==> src/rtl/wb_unit.sv <==
// Writeback unit: retires ALU results and formatted load data to the register
// file. It tracks one outstanding load with a timeout. Any malformed load or
// timeout latches a sticky error, and only reset clears it.
module wb_unit #(
  parameter int TIMEOUT = 16
) (
  input  logic        clk,
  input  logic        resetb,
  input  logic        ex_valid,
  output logic        ex_ready,
  input  logic [4:0]  ex_rd,
  input  logic        ex_is_load,
  input  logic [2:0]  ex_funct3,
  input  logic [1:0]  ex_addr_lo,
  input  logic [31:0] ex_alu,
  input  logic        mem_rvalid,
  input  logic [31:0] mem_rdata,
  output logic [4:0]  a_rd,
  output logic [31:0] d_rd,
  output logic        we_rd,
  output logic        ld_pending,
  output logic [4:0]  ld_rd,
  output logic        err
);

  localparam int CW = (TIMEOUT > 2) ? $clog2(TIMEOUT) : 1;

  typedef enum logic [2:0] {IDLE, ALU_WB, LD_WAIT, LD_WB, ERR} state_t;

  state_t        state;
  logic [CW-1:0] cnt;
  logic [2:0]    lf3;
  logic [1:0]    lalo;
  logic          ld_legal;
  logic [31:0]   ld_data;

  // Select and extend the addressed byte or halfword from the raw memory word.
  function automatic logic [31:0] fmt_load(input logic [2:0] f3, input logic [1:0] lo,
                                           input logic [31:0] w);
    logic [7:0]  b;
    logic [15:0] h;
    case (lo)
      2'd0:    b = w[7:0];
      2'd1:    b = w[15:8];
      2'd2:    b = w[23:16];
      default: b = w[31:24];
    endcase
    h = lo[1] ? w[31:16] : w[15:0];
    case (f3)
      3'b000:  fmt_load = {{24{b[7]}}, b};
      3'b001:  fmt_load = {{16{h[15]}}, h};
      3'b100:  fmt_load = {24'b0, b};
      3'b101:  fmt_load = {16'b0, h};
      default: fmt_load = w;
    endcase
  endfunction

  // A load is legal only for a known funct3 at a naturally aligned address.
  always_comb begin
    ld_legal = 1'b0;
    case (ex_funct3)
      3'b000, 3'b100: ld_legal = 1'b1;
      3'b001, 3'b101: ld_legal = ~ex_addr_lo[0];
      3'b010:         ld_legal = (ex_addr_lo == 2'b00);
      default:        ld_legal = 1'b0;
    endcase
    ld_data = fmt_load(lf3, lalo, mem_rdata);
  end

  // Control FSM. The outputs are registered alongside the state, so each transition sets them for the state it enters.
  always_ff @(posedge clk) begin
    if (!resetb) begin
      state      <= IDLE;
      ex_ready   <= 1'b1;
      we_rd      <= 1'b0;
      err        <= 1'b0;
      ld_pending <= 1'b0;
      a_rd       <= '0;
      d_rd       <= '0;
      ld_rd      <= '0;
      cnt        <= '0;
      lf3        <= '0;
      lalo       <= '0;
    end else begin
      we_rd <= 1'b0;
      case (state)
        IDLE, ALU_WB, LD_WB: begin
          if (ex_valid) begin
            if (!ex_is_load) begin
              state <= ALU_WB;
              a_rd  <= ex_rd;
              d_rd  <= ex_alu;
              we_rd <= (ex_rd != 5'd0);
            end else if (ld_legal) begin
              state      <= LD_WAIT;
              ld_rd      <= ex_rd;
              lf3        <= ex_funct3;
              lalo       <= ex_addr_lo;
              cnt        <= '0;
              ex_ready   <= 1'b0;
              ld_pending <= 1'b1;
            end else begin
              state    <= ERR;
              ex_ready <= 1'b0;
              err      <= 1'b1;
            end
          end else begin
            state <= IDLE;
          end
        end
        LD_WAIT: begin
          if (mem_rvalid) begin
            state      <= LD_WB;
            a_rd       <= ld_rd;
            d_rd       <= ld_data;
            we_rd      <= (ld_rd != 5'd0);
            ex_ready   <= 1'b1;
            ld_pending <= 1'b0;
          end else if (cnt == CW'(TIMEOUT - 1)) begin
            state      <= ERR;
            ld_pending <= 1'b0;
            err        <= 1'b1;
          end else begin
            cnt <= cnt + 1'b1;
          end
        end
        default: begin
          state    <= ERR;
          ex_ready <= 1'b0;
          err      <= 1'b1;
        end
      endcase
    end
  end

endmodule

==> config.mk <==
export PLATFORM = sky130hd
export DESIGN_NAME = wb_unit
export DESIGN_NICKNAME = d
export VERILOG_FILES = /design/src/rtl/wb_unit.sv
export SDC_FILE = /design/constraint.sdc
export NUM_CORES = 1
export LEC_CHECK = 0
export BUFFER_PORTS_ARGS = -buffer_cell sky130_fd_sc_hd__buf_2
export CORE_ASPECT_RATIO = 1.75
export CORE_MARGIN = 4
export CORE_UTILIZATION = 50
export CTS_CLUSTER_DIAMETER = 30
export CTS_CLUSTER_SIZE = 10
export DETAILED_ROUTE_END_ITERATION = 16
export PLACE_DENSITY = 0.81
export SLEW_MARGIN = 20
export SYNTH_ARGS = -nofsm -noshare
export SYNTH_HDL_FRONTEND = slang
export SYNTH_SLANG_ARGS = --single-unit
==> constraint.sdc <==
create_clock -name clk -period 2.45 [get_ports clk]
set_input_delay 0.245 -clock clk [delete_from_list [all_inputs] [get_ports clk]]
set_output_delay 0.245 -clock clk [all_outputs]
set_load 0.02 [all_outputs]
==> metrics.txt, run 1 <==
crit end category flip-flop; core box area 0.006490 sq mm; worst vdd ir 0.4585 mV; DRT Wirelength 10.31 mm; Area Overhead vs Synth 27.21%; status finished, final reports clean; asr flop ratio synth 0%; largest area contributor in the netlist dfxtp_1; Setup Viol. Count Final 0; Mean Syn Cell Area 8.182 sq um; most frequent CP cell a21oi_1; Switching Power 0.0007643 W; Max clock buf depth 2; vias in the first global route 3,329; Cells after Synth 404; Clock Sinks 58; post-route core utilization 64.80%; Worst-Margin Slew 0.5546 ns; Power per Cell Area 628.4 mW/mm^2; Arr. time, crit path 2.34 ns; Yosys reg bits 58; Remaining Overflow, GRT 0; DP HPWL 7.643 mm; Post-synth EDFFs 0; worst setup margin 0.3711 ns; Sw Share 28.92%; die height 115.6 um; CTS buffer count 9; count of cell types in the netlist 47; CTS Root Cell clkbuf_16; critical path fanouts, max 18; Critical Path Start Type flip-flop; combinational power share 19.3%; ys flop type dfxtp_1; final routed DRC violation total 0; top cell type's share of synthesized area 35.12%; CP max-delay cell or3b_2; Multi-input gate area 0.001936 sq mm; Initial Util 50.94%; initial antenna violation count 0; synth top area cells dfxtp_1, nand2_1, a211o_1, a21oi_2, a21oi_1; Total Neg Setup Slack 0 ns; min cycle time layout 2.079 ns; # placed instances 588; antenna cells 0; fillers 564; drt first pass iters 8; Reg power frac 39.5%; Final Hold Viols 0; CTS-repair resized insts 0; CP top delay family simple AND/OR/NAND/NOR gates; final cell count without fillers 603; Via Count 3,599; mean routed wirelength per cell 17.09 um; Worst Path Buf+Inv 1; clock skew 0.004793 ns; critical path's largest stage delay 0.74 ns; RSZ-0062 raised after global routing no; total track usage 25.57%; dpl ws 0.3867 ns; number of placed I/O pins 125; register area share after synthesis 35.12%; Clock Latency Late Sink 0.34 ns; Critical Path RT 2.71 ns; vias per cell 5.968; Leakage Power 1.780 nW; warnings from Yosys 0; DRT iter0 DRCs 486; Die Area 0.008027 sq mm; row cnt 39; clk slew on worst S/H paths 0.05 ns; die width 69.47 um; Final period util 84.85%; most frequent cell after synthesis nand2_1; Register Area 0.001161 sq mm; CTS tree built; Netlist Area Pre-Place 0.003306 sq mm; CP Cell Sequence or3b_2 -> buf_4 -> a21oi_2 -> a21oi_1 -> a211o_1 -> a21oi_1; PortBufs 124; max cap viols 0; layout cells sized above 1 36.28%; global-route wire length before repair 16.26 mm; htree depth 3; top cells by count, synth nand2_1, dfxtp_1, a21oi_1; Post-DRT Antenna Nets 0; syn nets 484; GP Congestion 0.8742; WS Path Type flip-flop to flip-flop; Slew Limit Fails 0; f_max 481.0 MHz; Cell Int Power 0.001878 W; hold_buf cts 0; postcts setup bufs 0; final-stage net count 597; HP Class primary input to flip-flop; largest net degree at the start of global routing 34; max_slew headroom 62.83%; Clock Power Share 41.2%
[power by group through the flow]
| stage | clock, W | combinational (W) | sequential [W] |
|---|---|---|---|
| final | 0.00109 | 0.000510 | 0.00104 |
| after CTS | 0.00110 | 0.000508 | 0.00104 |
| after global routing | 0.00114 | 0.000556 | 0.00105 |
| after floorplan | 0 | 0.000263 | 0.00111 |
| after detailed placement | 0 | 0.000506 | 0.00106 |
| after global placement | 0 | 0.000496 | 0.00106 |
[placed cells by master, fill, tap and decap left out, types with 2 or more instances in the layout]
cell type    n
inv_1        2
a311oi_1     5
nand2b_1    20
o31ai_1      9
clkbuf_1     2
a21oi_1     31
o21a_1       3
buf_2      124
a31oi_1      8
nor2_1      21
mux2_2       8
o21ai_0     19
clkbuf_16    9
nor2b_1      3
mux2i_1      3
o22ai_1      7
nor3_2       2
a21oi_2     21
nand4_1      2
a211o_1     23
nand2_1     62
buf_4       14
nand3_1     14
clkinv_2     4
xor2_1       2
a211oi_1     8
nor3_1       2
or4_1        2
a222oi_1     8
dfxtp_1     58
a22oi_1      8
[layer usage]
metal  up-vias  routed length [um]  GRT usage [%]
li1       1723                   -              -
met2       164                5268          44.90
met3        27                 742          5.035
met5         -                   0              0
met1      1685                3832          27.74
met4         0                 463          17.08
[metrics by stage]
step	cell area [sq um]	hold WS, ns	total power (W)
after global routing	4205	0.1685	0.002741
final	4205	0.1589	0.002643
after CTS	4205	0.1527	0.002650
after floorplan	3306	0.3754	0.001376
after detailed placement	3953	0.4468	0.001566
after global placement	3953	0.4397	0.001555
[worst register-to-register path, stage by stage, from the launching register on]
cell and delay [ns]:
dfxtp_1 0.40, or3b_2 0.74, buf_4 0.31, a21oi_2 0.12
a21oi_1 0.05, a211o_1 0.27, a21oi_1 0.12
[registers in the layout, indices dropped and copies added, names as in the netlist, 2 cells and up]
name / cells
a_rd: 5
cnt: 4
d_rd: 32
lalo: 2
ld_rd: 5
lf3: 3
state: 3
[cells by family after synthesis]
| logic type | after synthesis | share of synthesized area (%) |
|---|---|---|
| simple gates | 136 | 19.34 |
| fa+ha+maj | 1 | 0.3784 |
| flops | 58 | 35.12 |
| mux | 11 | 3.634 |
| compound gates | 156 | 34.25 |
| xor+xnor | 3 | 0.7950 |
| buf+inv | 39 | 6.472 |
[area by class of cell]
class                      count  area share (%)
inverter                       2          0.1785
tap                           82           2.440
multi-input combinational    307           46.03
clock buffer                  11           5.534
clock inverter                 4          0.4760
sequential                    58           27.61
timing repair buffer         139           17.73
[path summary, 6_finish.rpt]
path             from  endpoint  slack [ns]  depth (start not counted)
min          ex_rd[3]  ld_rd[3]        0.16                          3
min reg2reg  d_rd[23]  d_rd[23]        0.45                          2
max          state[2]  d_rd[20]        0.37                          6
max reg2reg  state[2]  d_rd[20]        0.37                          6
Note: power is estimated with default switching activity, not from simulation.
==> run 2: changes to the inputs <==
- clock period: 2.45 -> 2 ns (I/O delays scaled with it)
==> metrics.txt, run 2 (synthesis results as in run 1) <==
status finished, final reports clean; Setup Viol. Count Final 0 (unchanged); Remaining Overflow, GRT 0 (unchanged); row cnt 39 (unchanged); Clock Sinks 58 (unchanged); WHS 0.1231 ns (-0.03579 ns); Post-DRT Antenna Nets 0 (unchanged); vias in the first global route 3,486 (+4.7%); Worst Setup SP state[1]; crit end category flip-flop; layout cells sized above 1 37.14% (+0.87 points); most common cell after layout, fill and taps aside buf_2; WS Path Type flip-flop to flip-flop; Leakage Power 1.826 nW (+2.6%); mean routed wirelength per cell 16.75 um (-2.0%); f_max 524.7 MHz (+9.1%); Power per Cell Area 796.7 mW/mm^2 (+27%); PortBufs 124 (unchanged); CTS Root Cell clkbuf_16; commonest cells after routing, fill and taps aside buf_2, nand2_1, dfxtp_1; Worst Path Buf+Inv 1 (unchanged); clock skew 0.003293 ns (-0.001500 ns); antenna cells 0 (unchanged); RSZ-0062 raised after global routing no; Die Area 0.008027 sq mm (unchanged); Worst-Margin Slew 0.6601 ns (+0.1055 ns); final routed DRC violation total 0 (unchanged); path depth of the worst reg2reg path 6 (unchanged); DRT iter0 DRCs 365 (-25%); die height 115.6 um (unchanged); worst setup margin 0.09426 ns (-0.2768 ns); GP Congestion 0.8735 (about the same); final cell count without fillers 607 (+0.66%); Clock Latency Late Sink 0.32 ns (-0.02 ns); htree depth 3 (unchanged); Hold Path End ld_rd[3]; Arr. time, crit path 2.15 ns (-0.19 ns); Final period util 95.29% (+10 points); Tot Pwr 0.003417 W (+29%); DP HPWL 7.537 mm (-1.4%); Reg2Reg Setup Slack 0.09 ns (-0.28 ns); Area Overhead vs Synth 29.75%; largest net degree at the start of global routing 52 (+53%); critical path's largest stage delay 0.57 ns (-0.17 ns); reg-to-reg endpoint d_rd[22]; HP Class primary input to flip-flop; vias per cell 5.913 (-0.94%); worst vdd ir 0.6932 mV (+51%); final-stage net count 600 (+0.50%); Max clock buf depth 2 (unchanged); drt first pass iters 5 (-3); max reg flops 32 (unchanged); postcts setup bufs 0 (unchanged); total track usage 25.06% (-0.51 points); R2R Path Start state[1]; Critical Path Start Type flip-flop; critical path fanouts, max 51 (+33); min-delay src ex_rd[3]; CP max-delay cell or3b_2; global-route wire length before repair 16.19 mm (-0.47%); most frequent CP cell a21oi_1; clk slew on worst S/H paths 0.05 ns (about the same); CP top delay family compound AO/OA/AOI/OAI gates; hold depth 3 (unchanged); initial antenna violation count 0 (unchanged); max cap viols 0 (unchanged); die width 69.47 um (unchanged); min cycle time layout 1.906 ns (-0.1732 ns); # placed instances 591 (+0.51%); Final Hold Viols 0 (unchanged); DRT Wirelength 10.17 mm (-1.3%); Slew Limit Fails 0 (unchanged); largest registers d_rd (32), a_rd (5), ld_rd (5); CTS tree built; number of placed I/O pins 125 (unchanged); Total Neg Setup Slack 0 ns (unchanged); Critical Path RT 2.24 ns (-0.47 ns); max_slew headroom 55.75% (-7.1 points); dpl ws 0.002664 ns (-0.3840 ns); Initial Util 50.94% (unchanged); CTS buffer count 9 (unchanged); Via Count 3,589 (-0.28%); Top reg by flops d_rd; CP Cell Sequence or3b_2 -> buf_12 -> a21oi_1 -> a21oi_1 -> a211o_1 -> a21oi_1; core box area 0.006490 sq mm (unchanged)
run 2: changes by cell type in the layout (fill, tap and decap cells not counted):
cell	previous run	this run
nor3_1	2	1
clkbuf_8	0	1
buf_4	14	16
bufinv_16	0	1
clkinv_4	0	1
nor3_2	2	3
clkbuf_1	2	1
clkinv_2	4	3
buf_12	1	2
run 2: worst max path at each step:
stage                           to  slack [ns]  cells past startpoint
after floorplan           d_rd[16]        0.30                      7
after global placement    d_rd[13]        0.15                      5
after detailed placement  d_rd[12]       0.003                      5
after CTS                 d_rd[22]        0.11                      6
after global routing      d_rd[12]        0.01                      7
final                     d_rd[22]        0.09                      6
run 2: final cells by class:
cell class / count / area [sq um]
clock inverters: 5 / 53.80
fillers: 583 / 2201
repair buffers: 142 / 780.7
flip-flops and latches: 58 / 1161
clock buffers: 11 / 242.7
well taps: 82 / 102.6
multi-input cells: 307 / 1941
inverters: 2 / 7.507
run 2: worst reg2reg max path: stages, from the launching register on:
cell,delay (ns)
dfxtp_1,0.36
or3b_2,0.57
buf_12,0.24
a21oi_1,0.17
a21oi_1,0.06
a211o_1,0.29
a21oi_1,0.14
run 2: power by group:
group	total, W	internal, W	switching, W
registers	0.00127	0.00123	0.0000417
clock network	0.00151	0.000992	0.000516
logic	0.000639	0.000258	0.000381
run 2: metal layers:
metal  up-vias  GRT usage (%)  share of wire [%]
li1       1720              -                  -
met1      1675          26.54                 37
met2       160          44.64                 51
met3        34          6.771                7.0
met4         0          14.21                4.2
met5         -              0                  0
run 2: through the flow:
stage | utilization (%) | area, sq um
after floorplan | - | 3306
after global placement | 61.44 | 3988
after detailed placement | 61.44 | 3988
after CTS | 66.09 | 4289
after global routing | 66.09 | 4289
final | 66.09 | 4289
run 2: repair_timing:
action,CTS,global route
resized for setup,1,0
hold buffers,0,0
setup endpoints to repair,3,0
==> run 3: changes to the inputs <==
- ABC_AREA: unset -> 1
- clock period: 2 -> 2.36 ns (I/O delays scaled with it)
==> metrics.txt, run 3 <==
WS Path Type flip-flop to flip-flop; largest registers d_rd (32), a_rd (5), ld_rd (5); status finished, final reports clean; CTS buffer count 9 (unchanged); most frequent cell after synthesis nand2_1; Clock Sinks 58 (unchanged); Netlist Area Pre-Place 0.003357 sq mm (+1.6%); clk slew on worst S/H paths 0.05 ns (about the same); top cell type's share of synthesized area 34.59% (-0.54 points); Yosys reg bits 58 (unchanged); Critical Path RT 2.60 ns (+0.36 ns); path depth of the worst reg2reg path 10 (+4); Final period util 90.12% (-5.2 points); GP Congestion 0.9252 (+5.9%); max cap viols 0 (unchanged); Die Area 0.008141 sq mm (+1.4%); worst vdd ir 0.5553 mV (-20%); commonest cells after routing, fill and taps aside buf_2, nand2_1, a21oi_1; Post-synth EDFFs 0 (unchanged); final routed DRC violation total 0 (unchanged); DRT iter0 DRCs 401 (+9.9%); most common cell after layout, fill and taps aside buf_2; initial antenna violation count 0 (unchanged); crit path to cnt[2]; Arr. time, crit path 2.37 ns (+0.22 ns); mean routed wirelength per cell 15.65 um (-6.6%); Remaining Overflow, GRT 0 (unchanged); Critical Path Start Type flip-flop; f_max 470.2 MHz (-10%); vias per cell 5.534 (-6.4%); final cell count without fillers 685 (+13%); Final Hold Viols 0 (unchanged); hold_buf cts 0 (unchanged); Leakage Power 2.046 nW (+12%); top cells by count, synth nand2_1, a21oi_1, dfxtp_1; warnings from Yosys 0 (unchanged); register area share after synthesis 34.59% (-0.54 points); met3 WL 722 um (+0.98%); layout cells sized above 1 29.02% (-8.1 points); die width 69.94 um (+0.68%); Worst-Margin Slew 0.5662 ns (-0.09395 ns); max_slew headroom 62.21% (+6.5 points); reg-to-reg endpoint cnt[2]; final-stage net count 678 (+13%); Multi-input gate area 0.001866 sq mm (-3.9%); row cnt 39 (unchanged); asr flop ratio synth 0% (unchanged); # placed instances 669 (+13%); Worst Setup SP state[1]; Mean Syn Cell Area 6.837 sq um (-16%); clock skew 0.006430 ns (+0.003137 ns); htree depth 3 (unchanged); CTS tree built; drt first pass iters 5 (unchanged); largest area contributor in the netlist dfxtp_1; hold depth 3 (unchanged); postcts setup bufs 0 (unchanged); Power per Cell Area 696.5 mW/mm^2 (-13%); Cells after Synth 491 (+22%); RSZ-0062 raised after global routing no; fillers 605 (+3.8%); Top Layer Used met4; Initial Util 51.34% (+0.40 points); ys flop type dfxtp_1; core box area 0.006539 sq mm (+0.75%); max reg flops 32 (unchanged); HP Class primary input to flip-flop; Max clock buf depth 2 (unchanged); Clock Latency Late Sink 0.33 ns (about the same); Top reg by flops d_rd; global-route wire length before repair 17.06 mm (+5.4%); count of cell types in the netlist 33 (-30%); vias in the first global route 3,657 (+4.9%); number of placed I/O pins 125 (unchanged); syn nets 571 (+18%); Area Overhead vs Synth 25.79%; met2 wire len 5.717 mm (+9.4%); DRT Wirelength 10.72 mm (+5.4%); PortBufs 124 (unchanged); crit end category flip-flop; largest net degree at the start of global routing 56 (+7.7%); CTS Root Cell clkbuf_16; met1 wire length 3.902 mm (+2.5%); Total Neg Setup Slack 0 ns (unchanged); min cycle time layout 2.127 ns (+0.2212 ns); Register Area 0.001161 sq mm (unchanged); die height 116.4 um (+0.72%); Slew Limit Fails 0 (unchanged); Post-DRT Antenna Nets 0 (unchanged); Reg2Reg Setup Slack 0.23 ns (+0.14 ns); synth top area cells dfxtp_1, a21oi_1, nand2_1, o21ai_0, nand3_1; CTS-repair resized insts 0 (-1); Tot Pwr 0.002941 W (-14%); antenna cells 0 (unchanged); critical path fanouts, max 55 (+7.8%); R2R Path Start state[1]; DP HPWL 7.885 mm (+4.6%); total track usage 26.42% (+1.4 points); Via Count 3,791 (+5.6%); Setup Viol. Count Final 0 (unchanged)
## run 3: cell types whose count changed in the layout (fill, tap and decap cells not counted), moves of 10 or more
cell      change
a21oi_2      -19
nand3_2      +12
nand3_1      +22
nand2_1      +28
a21oi_1      +45
inv_1        +32
a211o_1      -23
o21ai_0      +35
buf_4        -10
nand2b_1     -20
## run 3: per-stage QoR
stage               setup WS [ns]  util (%)  instance area [sq um]  hold slack (ns)
detailed placement         0.2917     60.24                   3939           0.4449
global placement           0.3928     60.24                   3939           0.4425
CTS                        0.2434     64.58                   4223           0.1919
finish                     0.2331     64.58                   4223           0.1957
floorplan                   1.099         -                   3357           0.3744
global route              0.04706     64.58                   4223           0.2015
## run 3: worst min path at each step
stage                 startpoint       end  slack, ns
floorplan                 resetb  d_rd[22]       0.37
global placement             err       err       0.44
detailed placement           err       err       0.44
CTS                 ex_funct3[1]    lf3[1]       0.19
global route        ex_funct3[0]    lf3[0]       0.20
finish                ex_alu[10]  d_rd[10]       0.20
## run 3: routing by layer
layer	vias up	track usage, %
li1	1876	-
met1	1702	27.29
met2	173	48.45
met3	40	6.891
met4	0	14.19
met5	-	0
## run 3: cells by family after synthesis
family	Yosys count	share of synthesized area, %
DFF	58	34.59
adders and majority gates	1	0.3727
AOI/OAI and AO/OA	164	26.80
xor gates and xnor gates	2	0.5219
buffers and inverters	72	9.914
and+or+nand+nor	194	27.80
## run 3: power by group
part           leakage [nW]  switching, W  internal (W)
clock                 0.143      0.000435      0.000792
sequential            0.476     0.0000458       0.00106
combinational          1.43      0.000395      0.000212
total                  2.05      0.000876       0.00207
## run 3: worst max-delay path, stage by stage, from the launching register on
cell      delay (ns)
dfxtp_1         0.29
inv_1           0.06
nor2_1          0.05
nand2_2         0.06
buf_4           0.46
clkinv_2        0.42
nand3_2         0.21
nand2_2         0.11
nand2_1         0.13
nand2_1         0.08
a21oi_1         0.16
## run 3: area by class of cell
| cell class | count | area share (%) |
|---|---|---|
| Clock inverter | 2 | 0.2370 |
| Tap cell | 82 | 2.430 |
| Clock buffer | 14 | 6.489 |
| Sequential cell | 58 | 27.50 |
| Inverter | 38 | 3.407 |
| Multi-Input combinational cell | 361 | 44.18 |
| Timing Repair Buffer | 130 | 15.76 |
